File: config.mk
export PLATFORM = sky130hd
export DESIGN_NAME = reg_write_arbiter_flat
export DESIGN_NICKNAME = d
export VERILOG_FILES = /design/src/rtl/spi_regs_pkg.sv /design/src/rtl/reg_write_arbiter_if.sv /design/src/rtl/spi_wr_holdbuf.sv /design/src/rtl/reg_write_arbiter.sv /design/src/flat_wrapper.sv
export SDC_FILE = /design/constraint.sdc
export NUM_CORES = 1
export LEC_CHECK = 0
export CAP_MARGIN = 20
export CORE_UTILIZATION = 30
export DETAILED_ROUTE_END_ITERATION = 16
export SYNTH_ARGS = -nofsm -noshare
export SYNTH_HDL_FRONTEND = slang
export SYNTH_SLANG_ARGS = --single-unit
File: constraint.sdc
create_clock -name clk -period 2 [get_ports clk]
set_input_delay 0.4 -clock clk [delete_from_list [all_inputs] [get_ports clk]]
set_output_delay 0.4 -clock clk [all_outputs]
set_load 0.01 [all_outputs]
File: src/rtl/spi_regs_pkg.sv
// Shared definitions for the SPI config register bank: widths, register map and
// the write-source encoding reported on wr_src.
package spi_regs_pkg;

    localparam int DEF_ADDR_W   = 7;
    localparam int DEF_DATA_W   = 8;
    localparam int DEF_NUM_REGS = 5;

    localparam logic [DEF_ADDR_W-1:0] REG_EN_OUT_LO = 7'h00;
    localparam logic [DEF_ADDR_W-1:0] REG_EN_OUT_HI = 7'h01;
    localparam logic [DEF_ADDR_W-1:0] REG_EN_PWM_LO = 7'h02;
    localparam logic [DEF_ADDR_W-1:0] REG_EN_PWM_HI = 7'h03;
    localparam logic [DEF_ADDR_W-1:0] REG_PWM_DUTY  = 7'h04;

    typedef enum logic {
        SRC_SPI  = 1'b0,
        SRC_HOST = 1'b1
    } wr_src_e;

endpackage

File: src/rtl/reg_write_arbiter_if.sv
// Write-request bundle for the register bank: fire-and-forget SPI pulses plus
// the valid/ready host channel and its lock.
interface reg_write_arbiter_if
    import spi_regs_pkg::*;
#(
    parameter int ADDR_W = DEF_ADDR_W,
    parameter int DATA_W = DEF_DATA_W
);
    logic              spi_wr_valid;
    logic [ADDR_W-1:0] spi_wr_addr;
    logic [DATA_W-1:0] spi_wr_data;
    logic              host_wr_valid;
    logic              host_wr_ready;
    logic [ADDR_W-1:0] host_wr_addr;
    logic [DATA_W-1:0] host_wr_data;
    logic              host_lock;

    modport master (
        output spi_wr_valid, spi_wr_addr, spi_wr_data,
        output host_wr_valid, host_wr_addr, host_wr_data, host_lock,
        input  host_wr_ready
    );

    modport slave (
        input  spi_wr_valid, spi_wr_addr, spi_wr_data,
        input  host_wr_valid, host_wr_addr, host_wr_data, host_lock,
        output host_wr_ready
    );

endinterface

File: src/rtl/spi_wr_holdbuf.sv
// One-entry holding buffer for SPI writes. A push arriving while the entry is
// occupied and not being drained is dropped and flagged on ovf.
module spi_wr_holdbuf #(
    parameter int ADDR_W = 7,
    parameter int DATA_W = 8
) (
    input  logic              clk,
    input  logic              rst_n,
    input  logic              push,
    input  logic [ADDR_W-1:0] push_addr,
    input  logic [DATA_W-1:0] push_data,
    input  logic              pop,
    output logic              pend,
    output logic [ADDR_W-1:0] addr,
    output logic [DATA_W-1:0] data,
    output logic              ovf
);

    assign ovf = push & pend & ~pop;

    // NOTE: sequential state uses non-blocking assignments so every flop samples pre-edge values.
    always_ff @(posedge clk or negedge rst_n) begin
        if (!rst_n) begin
            pend <= 1'b0;
            addr <= '0;
            data <= '0;
        end else if (push && (!pend || pop)) begin
            pend <= 1'b1;
            addr <= push_addr;
            data <= push_data;
        end else if (pop) begin
            pend <= 1'b0;
        end
    end

endmodule

File: src/rtl/reg_write_arbiter.sv
// Config register bank with a single write port shared round-robin between the
// SPI decoder (via a one-entry holding buffer) and the on-chip host.
module reg_write_arbiter
    import spi_regs_pkg::*;
#(
    parameter int ADDR_W   = DEF_ADDR_W,
    parameter int DATA_W   = DEF_DATA_W,
    parameter int NUM_REGS = DEF_NUM_REGS
) (
    input  logic                    clk,
    input  logic                    rst_n,
    reg_write_arbiter_if.slave      bus,
    input  logic                    err_clr,
    output logic [DATA_W-1:0]       en_reg_out_7_0,
    output logic [DATA_W-1:0]       en_reg_out_15_8,
    output logic [DATA_W-1:0]       en_reg_pwm_7_0,
    output logic [DATA_W-1:0]       en_reg_pwm_15_8,
    output logic [DATA_W-1:0]       pwm_duty_cycle,
    output logic                    wr_commit,
    output logic                    wr_src,
    output logic [7:0]              wr_count,
    output logic                    addr_err,
    output logic                    spi_ovf
);

    logic              pend;
    logic [ADDR_W-1:0] buf_addr;
    logic [DATA_W-1:0] buf_data;
    logic              ovf_set;
    logic              req_s;
    logic              req_h;
    logic              grant_s;
    logic              grant_h;
    logic              any_grant;
    logic              addr_ok;
    logic [ADDR_W-1:0] wr_addr;
    logic [DATA_W-1:0] wr_data;
    wr_src_e           last_grant;

    spi_wr_holdbuf #(
        .ADDR_W (ADDR_W),
        .DATA_W (DATA_W)
    ) u_holdbuf (
        .clk       (clk),
        .rst_n     (rst_n),
        .push      (bus.spi_wr_valid),
        .push_addr (bus.spi_wr_addr),
        .push_data (bus.spi_wr_data),
        .pop       (grant_s),
        .pend      (pend),
        .addr      (buf_addr),
        .data      (buf_data),
        .ovf       (ovf_set)
    );

    // Requests are qualified by rst_n so host_wr_ready stays low while reset is held.
    always_comb begin
        // NOTE: every combinational output gets a default first so no path infers a latch.
        req_s   = pend & ~bus.host_lock & rst_n;
        req_h   = bus.host_wr_valid & rst_n;
        grant_s = 1'b0;
        grant_h = 1'b0;
        wr_addr = buf_addr;
        wr_data = buf_data;
        if (req_s && req_h) begin
            if (last_grant == SRC_HOST) grant_s = 1'b1;
            else                        grant_h = 1'b1;
        end else begin
            grant_s = req_s;
            grant_h = req_h;
        end
        if (grant_h) begin
            wr_addr = bus.host_wr_addr;
            wr_data = bus.host_wr_data;
        end
    end

    assign any_grant         = grant_s | grant_h;
    assign addr_ok           = wr_addr < ADDR_W'(NUM_REGS);
    assign bus.host_wr_ready = grant_h;

    always_ff @(posedge clk or negedge rst_n) begin
        if (!rst_n) begin
            // NOTE: the config registers drive output enables, so they are reset rather than left undefined.
            en_reg_out_7_0  <= '0;
            en_reg_out_15_8 <= '0;
            en_reg_pwm_7_0  <= '0;
            en_reg_pwm_15_8 <= '0;
            pwm_duty_cycle  <= '0;
            last_grant      <= SRC_HOST;
            wr_commit       <= 1'b0;
            wr_src          <= SRC_SPI;
            wr_count        <= '0;
            addr_err        <= 1'b0;
            spi_ovf         <= 1'b0;
        end else begin
            wr_commit <= any_grant;
            wr_src    <= grant_h ? SRC_HOST : SRC_SPI;
            if (any_grant) begin
                last_grant <= grant_h ? SRC_HOST : SRC_SPI;
                wr_count   <= wr_count + 8'd1;
                if (addr_ok) begin
                    case (wr_addr)
                        REG_EN_OUT_LO: en_reg_out_7_0  <= wr_data;
                        REG_EN_OUT_HI: en_reg_out_15_8 <= wr_data;
                        REG_EN_PWM_LO: en_reg_pwm_7_0  <= wr_data;
                        REG_EN_PWM_HI: en_reg_pwm_15_8 <= wr_data;
                        REG_PWM_DUTY:  pwm_duty_cycle  <= wr_data;
                        default: ;
                    endcase
                end
            end
            // A new error in the same cycle as err_clr keeps the flag set.
            addr_err <= (any_grant & ~addr_ok) | (addr_err & ~err_clr);
            spi_ovf  <= ovf_set | (spi_ovf & ~err_clr);
        end
    end

endmodule

File: src/flat_wrapper.sv
// flat-port wrapper written by rule: the top's interface ports become plain ports
module reg_write_arbiter_flat import spi_regs_pkg::*;
#(
    parameter int ADDR_W   = DEF_ADDR_W,
    parameter int DATA_W   = DEF_DATA_W,
    parameter int NUM_REGS = DEF_NUM_REGS
)
  (clk, rst_n, err_clr, en_reg_out_7_0, en_reg_out_15_8, en_reg_pwm_7_0, en_reg_pwm_15_8, pwm_duty_cycle, wr_commit, wr_src, wr_count, addr_err, spi_ovf, bus_spi_wr_valid, bus_spi_wr_addr, bus_spi_wr_data, bus_host_wr_valid, bus_host_wr_addr, bus_host_wr_data, bus_host_lock, bus_host_wr_ready);
  reg_write_arbiter_if #(.ADDR_W(ADDR_W), .DATA_W(DATA_W)) bus_i ();
  input  logic clk;
  input  logic rst_n;
  input  logic err_clr;
  output logic [DATA_W-1:0] en_reg_out_7_0;
  output logic [DATA_W-1:0] en_reg_out_15_8;
  output logic [DATA_W-1:0] en_reg_pwm_7_0;
  output logic [DATA_W-1:0] en_reg_pwm_15_8;
  output logic [DATA_W-1:0] pwm_duty_cycle;
  output logic wr_commit;
  output logic wr_src;
  output logic [7:0] wr_count;
  output logic addr_err;
  output logic spi_ovf;
  input wire logic [$bits(bus_i.spi_wr_valid)-1:0] bus_spi_wr_valid;
  input wire logic [$bits(bus_i.spi_wr_addr)-1:0] bus_spi_wr_addr;
  input wire logic [$bits(bus_i.spi_wr_data)-1:0] bus_spi_wr_data;
  input wire logic [$bits(bus_i.host_wr_valid)-1:0] bus_host_wr_valid;
  input wire logic [$bits(bus_i.host_wr_addr)-1:0] bus_host_wr_addr;
  input wire logic [$bits(bus_i.host_wr_data)-1:0] bus_host_wr_data;
  input wire logic [$bits(bus_i.host_lock)-1:0] bus_host_lock;
  output wire logic [$bits(bus_i.host_wr_ready)-1:0] bus_host_wr_ready;
  assign bus_i.spi_wr_valid = bus_spi_wr_valid;
  assign bus_i.spi_wr_addr = bus_spi_wr_addr;
  assign bus_i.spi_wr_data = bus_spi_wr_data;
  assign bus_i.host_wr_valid = bus_host_wr_valid;
  assign bus_i.host_wr_addr = bus_host_wr_addr;
  assign bus_i.host_wr_data = bus_host_wr_data;
  assign bus_i.host_lock = bus_host_lock;
  assign bus_host_wr_ready = bus_i.host_wr_ready;
  reg_write_arbiter #(.ADDR_W(ADDR_W), .DATA_W(DATA_W), .NUM_REGS(NUM_REGS)) u_core (.clk(clk), .rst_n(rst_n), .bus(bus_i), .err_clr(err_clr), .en_reg_out_7_0(en_reg_out_7_0), .en_reg_out_15_8(en_reg_out_15_8), .en_reg_pwm_7_0(en_reg_pwm_7_0), .en_reg_pwm_15_8(en_reg_pwm_15_8), .pwm_duty_cycle(pwm_duty_cycle), .wr_commit(wr_commit), .wr_src(wr_src), .wr_count(wr_count), .addr_err(addr_err), .spi_ovf(spi_ovf));
endmodule
# [Yosys cells after proc, flatten, opt, wreduce, memory -nomap -nowiden]
# Index checks and enable logic that the tools add are counted.
[word_totals] output_inout_bits=53 in_bits=36 register_bits=69 wordCells=55
[classes] bitwise_logic=15 add_sub_neg=1 eq_ne=4 n_reduce_logical=11 muxes=9 n_lt_le_gt_ge=1
[op_table] operator="$reduce_and 3->1" n=5
[op_table] operator="$eq 7x2->1 const B" n=2
[op_table] operator="$add 8x1->8 const B" n=1
[op_table] operator="$and 1x1->1" n=8
[op_table] operator="$mux 8" n=1
[op_table] operator="$eq 7x1->1 const B" n=1
[op_table] operator="$eq 7x3->1 const B" n=1
[op_table] operator="$logic_not 7->1" n=1
[op_table] operator="$lt 7x3->1 const B" n=1
[op_table] operator="$mux 1" n=7
[op_table] operator="$mux 7" n=1
[op_table] operator="$not 1->1" n=4
[op_table] operator="$or 1x1->1" n=3
[op_table] operator="$logic_and 1x1->1" n=2
[op_table] operator="$reduce_bool 2->1" n=1
[op_table] operator="$logic_not 1->1" n=1
[op_table] operator="$logic_or 1x1->1" n=1

# [Longest topological paths before layout]
# Gate-level depths: netlist of run 1.
[logic_depth] ltp_word=10 ltp_mapped=5 ltp_nobuf=5

# [Hierarchy]
# From an unflattened synthesis of run 1, not the netlist that was laid out.
[unflattened] hier_cells=206 hier_area_um2=3088.0
[by_module_without_submodules] module="reg_write_arbiter" cells_each=169 seq_area_each_um2=1327.5 area_per_inst_um2=2424.8 n_inst=1
[by_module_without_submodules] module="spi_wr_holdbuf" cells_each=37 seq_area_each_um2=400.4 area_per_inst_um2=663.1 n_inst=1

# [Least setup slack after synthesis of run 1]
# OpenSTA, ideal clock, no wires.
[synth_path] path_type="reg-to-reg" from="register u_core.last_grant" to="register u_core.en_reg_out_15_8[3]" path_buffers=1 slack_ns=0.195 arrival_time_ns=1.680 path_stages_with_launch=6 t_required_ns=1.875 setup_time_ns=0.125 synth_period_minus_slack_ns=1.805 path_cell_list="dfstp_2 > and3b_1 > clkbuf_1 > o2111ai_2 > a21oi_4 > mux2_2"
[synth_between] elab_chain_cells=5 elab_cells_between_ends=10 cone_classes="order compare (1); eq/ne (1); mux (6); bitwise (1); reduce/logical (1)"
[synth_rtl] element="start, declared" line="reg_write_arbiter.sv:38" source="wr_src_e last_grant;"
[synth_rtl] element="start signal, assigned" line="reg_write_arbiter.sv:100" source="last_grant <= grant_h ? SRC_HOST : SRC_SPI;"
[synth_rtl] element="$mux 1" line="reg_write_arbiter.sv:66" source="if (last_grant == SRC_HOST) grant_s = 1'b1;"
[synth_rtl] element="$mux 1" line="reg_write_arbiter.sv:65" source="if (req_s && req_h) begin"
[synth_rtl] element="$mux 7" line="reg_write_arbiter.sv:72" source="if (grant_h) begin"
[synth_rtl] element="$lt 7x3->1 or $eq 7x1->1 (tied branches)" line="reg_write_arbiter.sv:79, reg_write_arbiter.sv:103"
[synth_rtl] element="$reduce_and 3->1 (no source line)"
[synth_rtl] element="end signal, assigned" line="reg_write_arbiter.sv:105" source="REG_EN_OUT_HI: en_reg_out_15_8 <= wr_data;"
[synth_rtl] element="end, declared" line="reg_write_arbiter.sv:15" source="output logic [DATA_W-1:0] en_reg_out_15_8,"
# Several ways; a longest one is shown, not always the timed one.
# A chain may end at the register's enable or synchronous reset.

# [Worst setup path in the final report of run 1]
[layout_path] from="input bus_host_wr_addr[6]" to="register u_core.en_reg_out_7_0[3]"
[layout_between] elab_chain_cells=3 elab_cells_between_ends=4 cone_classes="order compare (1); mux (1); reduce/logical (2)"
[layout_rtl] element="start, declared" line="flat_wrapper.sv:27" source="input wire logic [$bits(bus_i.host_wr_addr)-1:0] bus_host_wr_addr;"
[layout_rtl] element="$mux 7 *" line="reg_write_arbiter.sv:72"
[layout_rtl] element="$lt 7x3->1 or $logic_not 7->1 (tied branches)" line="reg_write_arbiter.sv:79, reg_write_arbiter.sv:103"
[layout_rtl] element="$reduce_and 3->1 (no source line) *"
[layout_rtl] element="end signal, assigned" line="reg_write_arbiter.sv:104" source="REG_EN_OUT_LO: en_reg_out_7_0 <= wr_data;"
[layout_rtl] element="end, declared" line="reg_write_arbiter.sv:14" source="output logic [DATA_W-1:0] en_reg_out_7_0,"
# Mark *: on every way between the ends. The rest lies on a longest branch, timed or not.

==> insert_results.sql, run 1 <==
INSERT INTO impl_metrics (metric_group, metric, value, unit) VALUES
('outcome', 'outcome', 'complete, no violations', ''),
('critical_path', 'critical_path.endpoint_type', 'flop', ''),
('clock_network', 'clk_root_buffer_cell', 'clkbuf_8', ''),
('critical_path', 'crit_chain', 'clkdlybuf4s50_1 -> nor4_4 -> buf_4 -> nand4_1 -> a21oi_4 -> buf_12 -> mux2_2', ''),
('critical_path', 'cp_max_fo', '8', ''),
('clock_network', 'cts.clk_slew.worst_paths', '80', 'ps'),
('die', 'design.core.area', '9729', 'µm²'),
('place', 'dp_hpwl', '5108', 'µm'),
('power_and_ir_drop', 'irDropWorstVdd', '629.0', 'µV'),
('critical_path', 'path_class', 'in -> reg', ''),
('clock_network', 'cts_sinks', '69', ''),
('timing', 'totalNegativeSetupSlack', '0', 'ps'),
('synthesis', 'synth_area', '3010', 'µm²'),
('routing', 'drt_first_iter_violations', '50', ''),
('timing', 'tightestPinTransition', '531.1', 'ps'),
('clock_network', 'clock_insertion_delay_worst_skew', '350', 'ps'),
('synthesis', 'synth.ff_latch_count', '69', ''),
('timing', 'postLayoutSetupSlackWorst', '100.6', 'ps'),
('synthesis', 'synth.lib_cells_used.distinct', '34', ''),
('global_routing', 'grt-ovfl-total', '0', ''),
('die', 'die_y', '102.2', 'µm'),
('routing', 'top_signal_layer_used', 'met4', ''),
('final_layout', 'finalNonFillerCells', '458', ''),
('synthesis', 'synth-seq-area-share', '0.5740', ''),
('routing', 'remaining_drc_errors', '0', ''),
('hold_path', 'path_class_of_the_lowest_slack_min_delay_path', 'in -> async', ''),
('clock_network', 'cts_htree_levels', '3', ''),
('critical_path', 'critPathRequiredTime', '2230', 'ps'),
('global_routing', 'grt_pass1_wl', '11340', 'µm'),
('final_layout', 'num-fill-cells', '912', ''),
('final_layout', 'finish.net_count', '357', ''),
('timing', 'final-setup-viol-count', '0', ''),
('clock_network', 'cts_tree', 'yes', ''),
('place', 'total_placed_instance_area', '4234', 'µm²'),
('critical_path', 'cpMaxStageDelayCell', 'clkdlybuf4s50_1', ''),
('critical_path', 'critical_path_arrival', '2130', 'ps'),
('routing', 'route.detailed.wl_per_inst', '15.63', 'µm'),
('synthesis', 'synth.largest_area_cell', 'dfrtp_1', ''),
('timing', 'max_freq', '0.5265', 'GHz'),
('die', 'floorplan.initialDensity', '0.3094', ''),
('routing', 'wl_met1', '3186', 'µm'),
('final_layout', 'multiInputGateArea', '1244', 'µm²'),
('routing', 'route.met2.wl', '3300', 'µm'),
('critical_path', 'worst-path-buf-inv', '3', ''),
('run', 'timing.max_cap.violations', '0', ''),
('synthesis', 'synth_edf_count', '0', ''),
('global_routing', 'grt_max_degree', '42', ''),
('routing', 'postRouteWirelength', '7158', 'µm'),
('power_and_ir_drop', 'p_leak', '1.900', 'nW'),
('final_layout', 'antenna-diode-count', '0', ''),
('clock_network', 'cts-root-to-sink-buffers', '2', ''),
('timing', 'worst_hold_slack_across_all_endpoints', '76.22', 'ps'),
('synthesis', 'mappedNetlistNets', '244', ''),
('synthesis', 'yosys_most_used_dff', 'dfrtp_1', ''),
('routing', 'vias', '2081', ''),
('routing', 'met3_wirelength', '598', 'µm'),
('global_routing', 'grt_util_all_layers', '0.1503', ''),
('clock_network', 'cts_made_buffers', '9', ''),
('die', 'ioPinCount', '89', ''),
('die', 'chipWidth', '102.2', 'µm'),
('final_layout', 'drive_above_1_share', '0.3385', ''),
('power_and_ir_drop', 'power.density', '1079', 'nW/µm²'),
('timing', 'final_hold_viol_count', '0', ''),
('final_layout', 'final_area', '4467', 'µm²'),
('timing', 'fin_crit_sh', '0.9497', ''),
('place', 'port_buffers', '88', ''),
('place', 'detailedPlace.worstSlack', '-345.0', 'ps'),
('global_routing', 'antenna_found_initial', '0', ''),
('final_layout', 'area_growth', '48.38', '%'),
('die', 'die-area', '10440', 'µm²'),
('global_routing', 'first_global_vias', '2166', '');
==> cell families after synthesis <==
logic type               Yosys count  share of synthesized area
multiplexers                      63                     0.2407
AO/OA/AOI/OAI                     18                    0.06193
XOR/XNOR                           7                    0.02037
adder cells (fa/ha/maj)            1                   0.004156
AND/OR/NAND/NOR                   40                    0.08604
buffers and inverters              9                    0.01288
flip-flops                        69                     0.5740
==> timing repair <==
| item | 4_1_cts | 5_1_grt |
|---|---|---|
| setup buffers | 0 | 1 |
| resized for setup | 2 | 2 |
| pin swaps | 0 | 1 |
| setup endpoints to repair | 1 | 41 |
==> registers in the layout, summed over array words and instances, names as in the netlist <==
register                count
u_core.u_holdbuf.pend       1
u_core.wr_commit            1
u_core.spi_ovf              1
u_core.u_holdbuf.addr       7
u_core.addr_err             1
u_core.en_reg_pwm_15_8      8
u_core.en_reg_pwm_7_0       8
u_core.wr_src               1
u_core.pwm_duty_cycle       8
u_core.last_grant           1
u_core.u_holdbuf.data       8
u_core.wr_count             8
u_core.en_reg_out_7_0       8
u_core.en_reg_out_15_8      8
==> stage by stage <==
step / power, mW / utilization
after global routing: 5.089 / 0.4591
after global placement: 3.525 / 0.4352
final: 4.819 / 0.4591
after detailed placement: 3.550 / 0.4352
after floorplan: 2.677 / -
after CTS: 4.891 / 0.4587
==> final timing paths <==
path,depth (start not counted),from,slack [ps],end
max,7,bus_host_wr_addr[6],100,u_core.en_reg_out_7_0[3]
min,2,rst_n,80,u_core.u_holdbuf.data[2]
max reg2reg,5,u_core.u_holdbuf.addr[3],100,u_core.pwm_duty_cycle[7]
min reg2reg,1,u_core.wr_count[7],470,u_core.wr_count[7]
max in group asynchronous,3,rst_n,1340,u_core.u_holdbuf.data[1]
min in group clk,1,u_core.wr_count[7],470,u_core.wr_count[7]
==> layout make-up <==
class                      count  area share
inverter                       6    0.005042
multi-input combinational    129      0.2784
sequential                    69      0.3868
clock buffer                  10     0.03081
timing repair buffer         105      0.2406
clock inverter                 6     0.02101
tap                          133     0.03726
==> power by group <==
part | internal [mW] | leakage (nW) | switching (mW)
Clock | 0.747 | 0.113 | 0.561
Sequential | 1.77 | 0.893 | 0.269
Combinational | 0.916 | 0.893 | 0.558
==> cell usage after synthesis, drive strengths merged, types with 3 or more instances <==
library cell   n
dfrtp         68
mux2          63
nand4         10
nand2          9
xnor2          7
inv            6
a21oi          5
o21ai          5
o2111ai        4
nor2           3
nor2b          3
nor3b          3
==> cells in the final DEF, fill, tap and decap left out, drive strengths merged, types with 2 or more instances in the layout <==
cell type,count
dfrtp,68
o2111ai,4
nor3,2
o21ai,5
and3b,2
clkbuf,11
a21oi,5
and3,2
o211ai,2
mux2,63
bufinv,2
nor2b,3
nor2,3
inv,8
nor4,2
nand2,9
nand4,10
nor3b,3
buf,18
xnor2,7
clkdlybuf4s50,85
==> layer usage <==
metal	track usage	vias up
li1	-	985
met1	0.1862	1015
met2	0.2354	72
met3	0.06498	9
met4	0.04945	0
met5	0	-
(Power assumes the default switching activity.)
==> run 2, diff against run 1 <==
--- a/config.mk
+++ b/config.mk
@@ -5,9 +5,12 @@
 export SDC_FILE = /design/constraint.sdc
 export NUM_CORES = 1
 export LEC_CHECK = 0
+export ABC_CLOCK_PERIOD_IN_PS = 2000
 export CAP_MARGIN = 20
-export CORE_UTILIZATION = 30
+export CORE_UTILIZATION = 47
 export DETAILED_ROUTE_END_ITERATION = 16
+export PLACE_DENSITY = 0.8
+export RECOVER_POWER = 100
 export SYNTH_ARGS = -nofsm -noshare
 export SYNTH_HDL_FRONTEND = slang
 export SYNTH_SLANG_ARGS = --single-unit
==> run 2 against run 1 <==
Die area down 36%. Non-clock buffer count increased by 5. Critical endpoint is now u_core.en_reg_out_15_8[4]. Critical path depth fell by 1. Largest cell class unchanged. Global-route usage rose by 7.4 points. Worst setup slack worse by 46 ps. Sequential share of layout area increased by 0.69 points.
==> insert_results.sql, run 2 (synthesized netlist as in run 1, its figures left out) <==
INSERT INTO impl_metrics (metric_group, metric, value, unit) VALUES
('global_routing', 'grt_util_all_layers', '0.2245', ''),
('clock_network', 'cts_sinks', '69', ''),
('routing', 'vias', '2168', ''),
('clock_network', 'cts.clk_slew.worst_paths', '70', 'ps'),
('critical_path', 'critical_path_arrival', '2170', 'ps'),
('hold_path', 'path_class_of_the_lowest_slack_min_delay_path', 'in -> async', ''),
('die', 'placement_rows', '28', ''),
('power_and_ir_drop', 'power.switching_fraction', '0.2937', ''),
('routing', 'postRouteWirelength', '6839', 'µm'),
('final_layout', 'layout_common_cells', 'dfrtp_1 (68), mux2_2 (54), dlygate4sd3_1 (52), clkdlybuf4s50_1 (31), buf_4 (12)', ''),
('place', 'port_buffers', '88', ''),
('die', 'die_y', '82.03', 'µm'),
('run', 'timing.max_cap.violations', '0', ''),
('final_layout', 'finish.net_count', '362', ''),
('routing', 'drt_pass1_iterations', '4', ''),
('global_routing', 'grtUsageMet1', '0.2974', ''),
('routing', 'route.detailed.wl_per_inst', '16.89', 'µm'),
('power_and_ir_drop', 'power.net_switching', '1.342', 'mW'),
('clock_network', 'cts_htree_levels', '3', ''),
('global_routing', 'antenna_found_initial', '0', ''),
('clock_network', 'cts_tree', 'yes', ''),
('global_routing', 'grt_pass1_wl', '10760', 'µm'),
('die', 'chipWidth', '82.03', 'µm'),
('power_and_ir_drop', 'power.density', '1041', 'nW/µm²'),
('routing', 'number_of_nets_with_antenna_violations_after_routing', '0', ''),
('power_and_ir_drop', 'irDropWorstVdd', '733.0', 'µV'),
('critical_path', 'critical_path_start', 'u_core.last_grant', ''),
('final_layout', 'final_util', '0.7240', ''),
('timing', 'final-setup-viol-count', '0', ''),
('place', 'detailedPlace.worstSlack', '-333.8', 'ps'),
('timing', 'slew_violations', '0', ''),
('critical_path', 'cp_max_fo', '8', ''),
('timing', 'totalNegativeSetupSlack', '0', 'ps'),
('routing', 'vias_per_cell', '5.353', ''),
('final_layout', 'drive_above_1_share', '0.3273', ''),
('global_routing', 'first_global_vias', '2188', ''),
('clock_network', 'cts_made_buffers', '9', ''),
('timing', 'max_freq', '0.5139', 'GHz'),
('final_layout', 'antenna-diode-count', '0', ''),
('power_and_ir_drop', 'p_int', '3.227', 'mW'),
('die', 'floorplan.initialDensity', '0.4967', ''),
('critical_path', 'startpoint_type', 'flop', ''),
('timing', 'postLayoutSetupSlackWorst', '54.21', 'ps'),
('critical_path', 'rr_startpoint', 'u_core.last_grant', ''),
('power_and_ir_drop', 'share_clk_of_total_power', '0.255', ''),
('clock_network', 'clk_root_buffer_cell', 'clkbuf_8', ''),
('final_layout', 'area_growth', '45.76', '%'),
('place', 'place.gp.congestion', '0.7357', ''),
('critical_path', 'critPathRequiredTime', '2220', 'ps'),
('global_routing', 'grtUsageMet2', '0.3355', ''),
('place', 'dp_hpwl', '4727', 'µm'),
('timing', 'fin_crit_sh', '0.9729', ''),
('power_and_ir_drop', 'p_leak', '2.056', 'nW'),
('die', 'design.core.area', '6061', 'µm²'),
('timing', 'max-slew-margin-rel', '0.3133', ''),
('clock_network', 'clock_insertion_delay_worst_skew', '330', 'ps'),
('timing', 'final_hold_viol_count', '0', ''),
('global_routing', 'grt_max_degree', '43', ''),
('power_and_ir_drop', 'total_power_of_the_final_layout', '4.569', 'mW'),
('critical_path', 'critical_path.endpoint_type', 'flop', ''),
('clock_network', 'cts-root-to-sink-buffers', '2', ''),
('routing', 'remaining_drc_errors', '0', ''),
('power_and_ir_drop', 'seqPwrFrac', '0.444', ''),
('power_and_ir_drop', 'combinational_fraction_of_design_power', '0.301', ''),
('outcome', 'outcome', 'complete, no violations', ''),
('global_routing', 'globalRouteMet3Util', '0.06556', ''),
('global_routing', 'grt.busiest_layer', 'met2', ''),
('critical_path', 'path_class', 'reg -> reg', ''),
('timing', 'timing.final.crit_period', '1946', 'ps'),
('timing', 'finalClockSkew', '2.968', 'ps'),
('timing', 'tightestPinTransition', '1030', 'ps'),
('final_layout', 'mostFrequentLayoutCell', 'dfrtp_1', ''),
('global_routing', 'grt-ovfl-total', '0', ''),
('routing', 'drt_first_iter_violations', '69', ''),
('die', 'ioPinCount', '89', ''),
('die', 'die-area', '6729', 'µm²');
-- run 2: worst max-delay path, stage by stage (launching register included) --
cell	delay, ps
dfstp_2	570
nand3b_1	110
buf_4	160
nand2_2	90
buf_4	200
mux2_1	410
mux2_2	290
-- run 2: final cells by class --
cell class                 count  area (µm²)
fill                         430        1673
clock buffer                  11       151.4
tap                           75       93.84
timing repair buffer         110        1095
inverter                       6       22.52
sequential                    69        1728
multi-input combinational    129        1239
clock inverter                 5       58.81
-- run 2: metrics by stage --
stage	instances	hold WS, ps	area, µm²
floorplan	207	104.4	3010
global placement	382	462.5	4154
detailed placement	382	473.4	4154
CTS	401	118.2	4387
global route	405	288.8	4388
finish	405	263.4	4388
-- run 2: repair_timing --
action | CTS | global route
setup endpoints to repair | 1 | 40
pin swaps | 6 | 7
hold buffers | 0 | 0
buffers inserted | 3 | 10
gates resized for setup | 3 | 5
-- run 2: power groups by stage --
stage / Sequential [mW] / Clock [mW] / Combinational [mW]
floorplan: 2.15 / 0 / 0.525
global placement: 2.06 / 0 / 1.44
detailed placement: 2.06 / 0 / 1.47
CTS: 2.05 / 1.19 / 1.49
global route: 2.08 / 1.25 / 1.50
finish: 2.03 / 1.16 / 1.37
-- run 2: layer usage --
metal	vias up	wire length, µm
li1	998	-
met1	1072	3048
met2	85	3170
met3	13	494
met4	0	125
met5	-	0
-- run 2: path summary, 6_finish.rpt --
| path | end | slack, ps | cells past startpoint |
|---|---|---|---|
| setup / recovery | u_core.en_reg_out_15_8[4] | 50 | 6 |
| hold / removal | u_core.wr_commit | 260 | 2 |
| setup reg to reg | u_core.en_reg_out_15_8[4] | 50 | 6 |
| hold reg to reg | u_core.wr_count[7] | 480 | 1 |
| max in group asynchronous | u_core.u_holdbuf.data[1] | 840 | 2 |
| min in group clk | u_core.wr_count[7] | 480 | 1 |
==> run 3, diff against run 2 <==
--- a/config.mk
+++ b/config.mk
@@ -5,9 +5,10 @@
 export SDC_FILE = /design/constraint.sdc
 export NUM_CORES = 1
 export LEC_CHECK = 0
+export ABC_AREA = 1
 export ABC_CLOCK_PERIOD_IN_PS = 2000
 export CAP_MARGIN = 20
-export CORE_UTILIZATION = 47
+export CORE_UTILIZATION = 48
 export DETAILED_ROUTE_END_ITERATION = 16
 export PLACE_DENSITY = 0.8
 export RECOVER_POWER = 100
==> run 3 against run 2 <==
Power is 1.7% lower. Clock skew rose by 3.6 ps. Count of clock-buffer cells in the layout rose by 1. Area after synthesis is 5.4% higher. Utilization down 1.1 points. Via count rose by 29%. Critical path type is now reg -> out. Largest cell class unchanged. Largest power group unchanged. Highest routed layer unchanged.
==> insert_results.sql, run 3 <==
INSERT INTO impl_metrics (metric_group, metric, value, unit) VALUES
('timing', 'fin_crit_sh', '0.9522', ''),
('global_routing', 'grt_pass1_wl', '13050', 'µm'),
('place', 'place.gp.congestion', '0.8294', ''),
('timing', 'final-setup-viol-count', '0', ''),
('power_and_ir_drop', 'power.density', '991.3', 'nW/µm²'),
('routing', 'route.detailed.wl_per_inst', '14.45', 'µm'),
('clock_network', 'clk_root_buffer_cell', 'clkbuf_8', ''),
('die', 'die-area', '6942', 'µm²'),
('critical_path', 'path_class', 'reg -> out', ''),
('critical_path', 'critical_path.endpoint_type', 'output pin', ''),
('timing', 'worst_hold_slack_across_all_endpoints', '426.2', 'ps'),
('final_layout', 'finish.net_count', '489', ''),
('critical_path', 'crit_path_max_incr_delay', '570', 'ps'),
('synthesis', 'post_syn_area_per_cell', '9.447', 'µm²'),
('critical_path', 'path_delay_family', 'flip-flops', ''),
('die', 'chipWidth', '83.32', 'µm'),
('die', 'placement_rows', '29', ''),
('run', 'timing.max_cap.violations', '0', ''),
('synthesis', 'synth_area', '3174', 'µm²'),
('power_and_ir_drop', 'p_leak', '2.409', 'nW'),
('global_routing', 'first_global_vias', '2724', ''),
('synthesis', 'synth.largest_area_cell', 'dfrtp_1', ''),
('die', 'ioPinCount', '89', ''),
('clock_network', 'cts_made_buffers', '9', ''),
('critical_path', 'critical_path_arrival', '1500', 'ps'),
('routing', 'remaining_drc_errors', '0', ''),
('clock_network', 'cts_tree', 'yes', ''),
('routing', 'drt_pass1_iterations', '5', ''),
('routing', 'number_of_nets_with_antenna_violations_after_routing', '0', ''),
('place', 'detailedPlace.worstSlack', '-180.4', 'ps'),
('synthesis', 'synth_area_leaders', 'dfrtp_1 (54%), nand2_1 (16%), nand4_1 (6.7%), mux2_2 (3.5%), nand3_1 (2.4%)', ''),
('final_layout', 'area_growth', '42.69', '%'),
('final_layout', 'mostFrequentLayoutCell', 'nand2_1', ''),
('clock_network', 'clock_insertion_delay_worst_skew', '350', 'ps'),
('hold_path', 'path_class_of_the_lowest_slack_min_delay_path', 'in -> async', ''),
('clock_network', 'cts.clk_slew.worst_paths', '70', 'ps'),
('synthesis', 'synth.lib_cells_used.distinct', '30', ''),
('clock_network', 'cts_sinks', '69', ''),
('synthesis', 'yosys_most_used_dff', 'dfrtp_1', ''),
('routing', 'drt_first_iter_violations', '210', ''),
('critical_path', 'rr_startpoint', 'u_core.last_grant', ''),
('timing', 'slew_violations', '0', ''),
('power_and_ir_drop', 'irDropWorstVdd', '674.2', 'µV'),
('critical_path', 'cpMaxStageDelayCell', 'dfstp_2', ''),
('final_layout', 'antenna-diode-count', '0', ''),
('critical_path', 'cp_max_fo', '5', ''),
('timing', 'tightestPinTransition', '1302', 'ps'),
('synthesis', 'synth.top_cells.by_count', 'nand2_1 (132), dfrtp_1 (68), nand4_1 (34), nand3_1 (15), inv_1 (13)', ''),
('global_routing', 'grt_util_all_layers', '0.2424', ''),
('timing', 'postLayoutSetupSlackWorst', '95.51', 'ps'),
('global_routing', 'grt_max_degree', '43', ''),
('critical_path', 'crit_chain', 'nand4_4 -> nand2_4 -> clkinv_1 -> clkdlybuf4s15_1', ''),
('critical_path', 'worst-path-buf-inv', '2', ''),
('routing', 'vias', '2787', ''),
('global_routing', 'antenna_found_initial', '0', ''),
('clock_network', 'cts_htree_levels', '3', ''),
('synthesis', 'synthDominantCellAreaShare', '0.5361', ''),
('place', 'numPlacedInstances', '516', ''),
('timing', 'totalNegativeSetupSlack', '0', 'ps'),
('synthesis', 'synth-seq-area-share', '0.5443', ''),
('timing', 'final_hold_viol_count', '0', ''),
('clock_network', 'cts-root-to-sink-buffers', '2', ''),
('final_layout', 'layout_common_cells', 'nand2_1 (133), dfrtp_1 (68), dlygate4sd3_1 (53), nand4_1 (34), clkdlybuf4s50_1 (34)', ''),
('die', 'floorplan.initialDensity', '0.4999', ''),
('timing', 'max_freq', '0.5251', 'GHz'),
('die', 'design.core.area', '6350', 'µm²'),
('place', 'dp_hpwl', '5645', 'µm'),
('synthesis', 'synthesis.instances', '336', ''),
('critical_path', 'startpoint_type', 'flop', ''),
('die', 'die_y', '83.32', 'µm'),
('global_routing', 'grt-ovfl-total', '0', ''),
('timing', 'timing.final.crit_period', '1904', 'ps'),
('synthesis', 'synth_edf_count', '0', ''),
('synthesis', 'synth.ff_latch_count', '69', ''),
('place', 'port_buffers', '88', ''),
('synthesis', 'synthesis.yosys.warnings', '0', ''),
('final_layout', 'drive_above_1_share', '0.1510', ''),
('synthesis', 'synth_most_common_cell', 'nand2_1', ''),
('routing', 'postRouteWirelength', '7716', 'µm'),
('critical_path', 'critPathRequiredTime', '1600', 'ps'),
('synthesis', 'ys_async_sr_fraction', '1.000', ''),
('final_layout', 'finalNonFillerCells', '534', ''),
('timing', 'setup_repair_after_global_routing_missed_its_margin', 'false', ''),
('synthesis', 'mappedNetlistNets', '373', ''),
('outcome', 'outcome', 'complete, no violations', ''),
('timing', 'finalClockSkew', '6.542', 'ps'),
('final_layout', 'final_util', '0.7133', ''),
('critical_path', 'critical_path_start', 'u_core.last_grant', ''),
('routing', 'vias_per_cell', '5.219', ''),
('timing', 'max-slew-margin-rel', '0.1319', '');
run 3: cell types whose count changed after synthesis, sizes merged, moves of 5 or more:
cell   delta
nand3    +18
nand4    +25
xnor2     -5
mux2     -51
nor2      +9
nand2   +135
inv       +9
buf       +5
run 3: per-layer routing:
metal,routed length [µm],vias to the layer above,GRT usage
met5,0,-,0
met1,3192,1307,0.3007
li1,-,1348,-
met3,558,15,0.06262
met4,133,0,0.09248
met2,3831,117,0.4069
run 3: path summary, 6_finish.rpt:
check                                                end  slack, ps  cells after the start
min in group clk                      u_core.wr_count[7]        460                      1
worst max register to register  u_core.en_reg_pwm_7_0[5]        140                     10
worst min-delay path                       u_core.wr_src        430                      2
worst max-delay path                   bus_host_wr_ready        100                      4
max in group asynchronous       u_core.pwm_duty_cycle[1]        710                      2
worst min register to register        u_core.wr_count[7]        460                      1
run 3: logic make-up (layout without fill, tap and decap cells):
kind of cell,after synthesis,count (layout),share of synthesized area
compound gates,8,8,0.01261
xor+xnor,6,6,0.01655
fa+ha+maj,1,1,0.003941
buf+inv,25,146,0.03784
flops,69,69,0.5443
mux,12,12,0.04257
simple gates,215,215,0.3421
run 3: what timing repair did:
| item | CTS | global route |
|---|---|---|
| gates cloned | 0 | 0 |
| buffers inserted | 0 | 1 |
| resized for setup | 1 | 1 |
| pin swaps | 0 | 1 |
| endpoints found under the setup margin | 1 | 1 |
| endpoints found under the hold margin | 2 | 0 |
| hold buffers | 1 | 0 |
run 3: cell type report:
class                           instances  area (µm²)
Fill cell                             462        1821
Sequential cell                        69        1728
Multi-Input combinational cell        242        1324
Timing Repair Buffer                  114        1081
Clock buffer                           12       145.1
Tap cell                               77       96.34
Clock inverter                          4       95.09
Inverter                               16       60.06
run 3: per-stage QoR:
stage | instance area (µm²) | power [mW]
final | 4529 | 4.490
after global routing | 4529 | 4.736
after CTS | 4541 | 4.596
after detailed placement | 4292 | 3.226
after global placement | 4292 | 3.174
after floorplan | 3174 | 2.514
run 3: power breakdown:
group,switching (mW),internal [mW]
combinational,0.685,0.585
clock,0.509,0.862
sequential,0.180,1.67
total,1.37,3.12
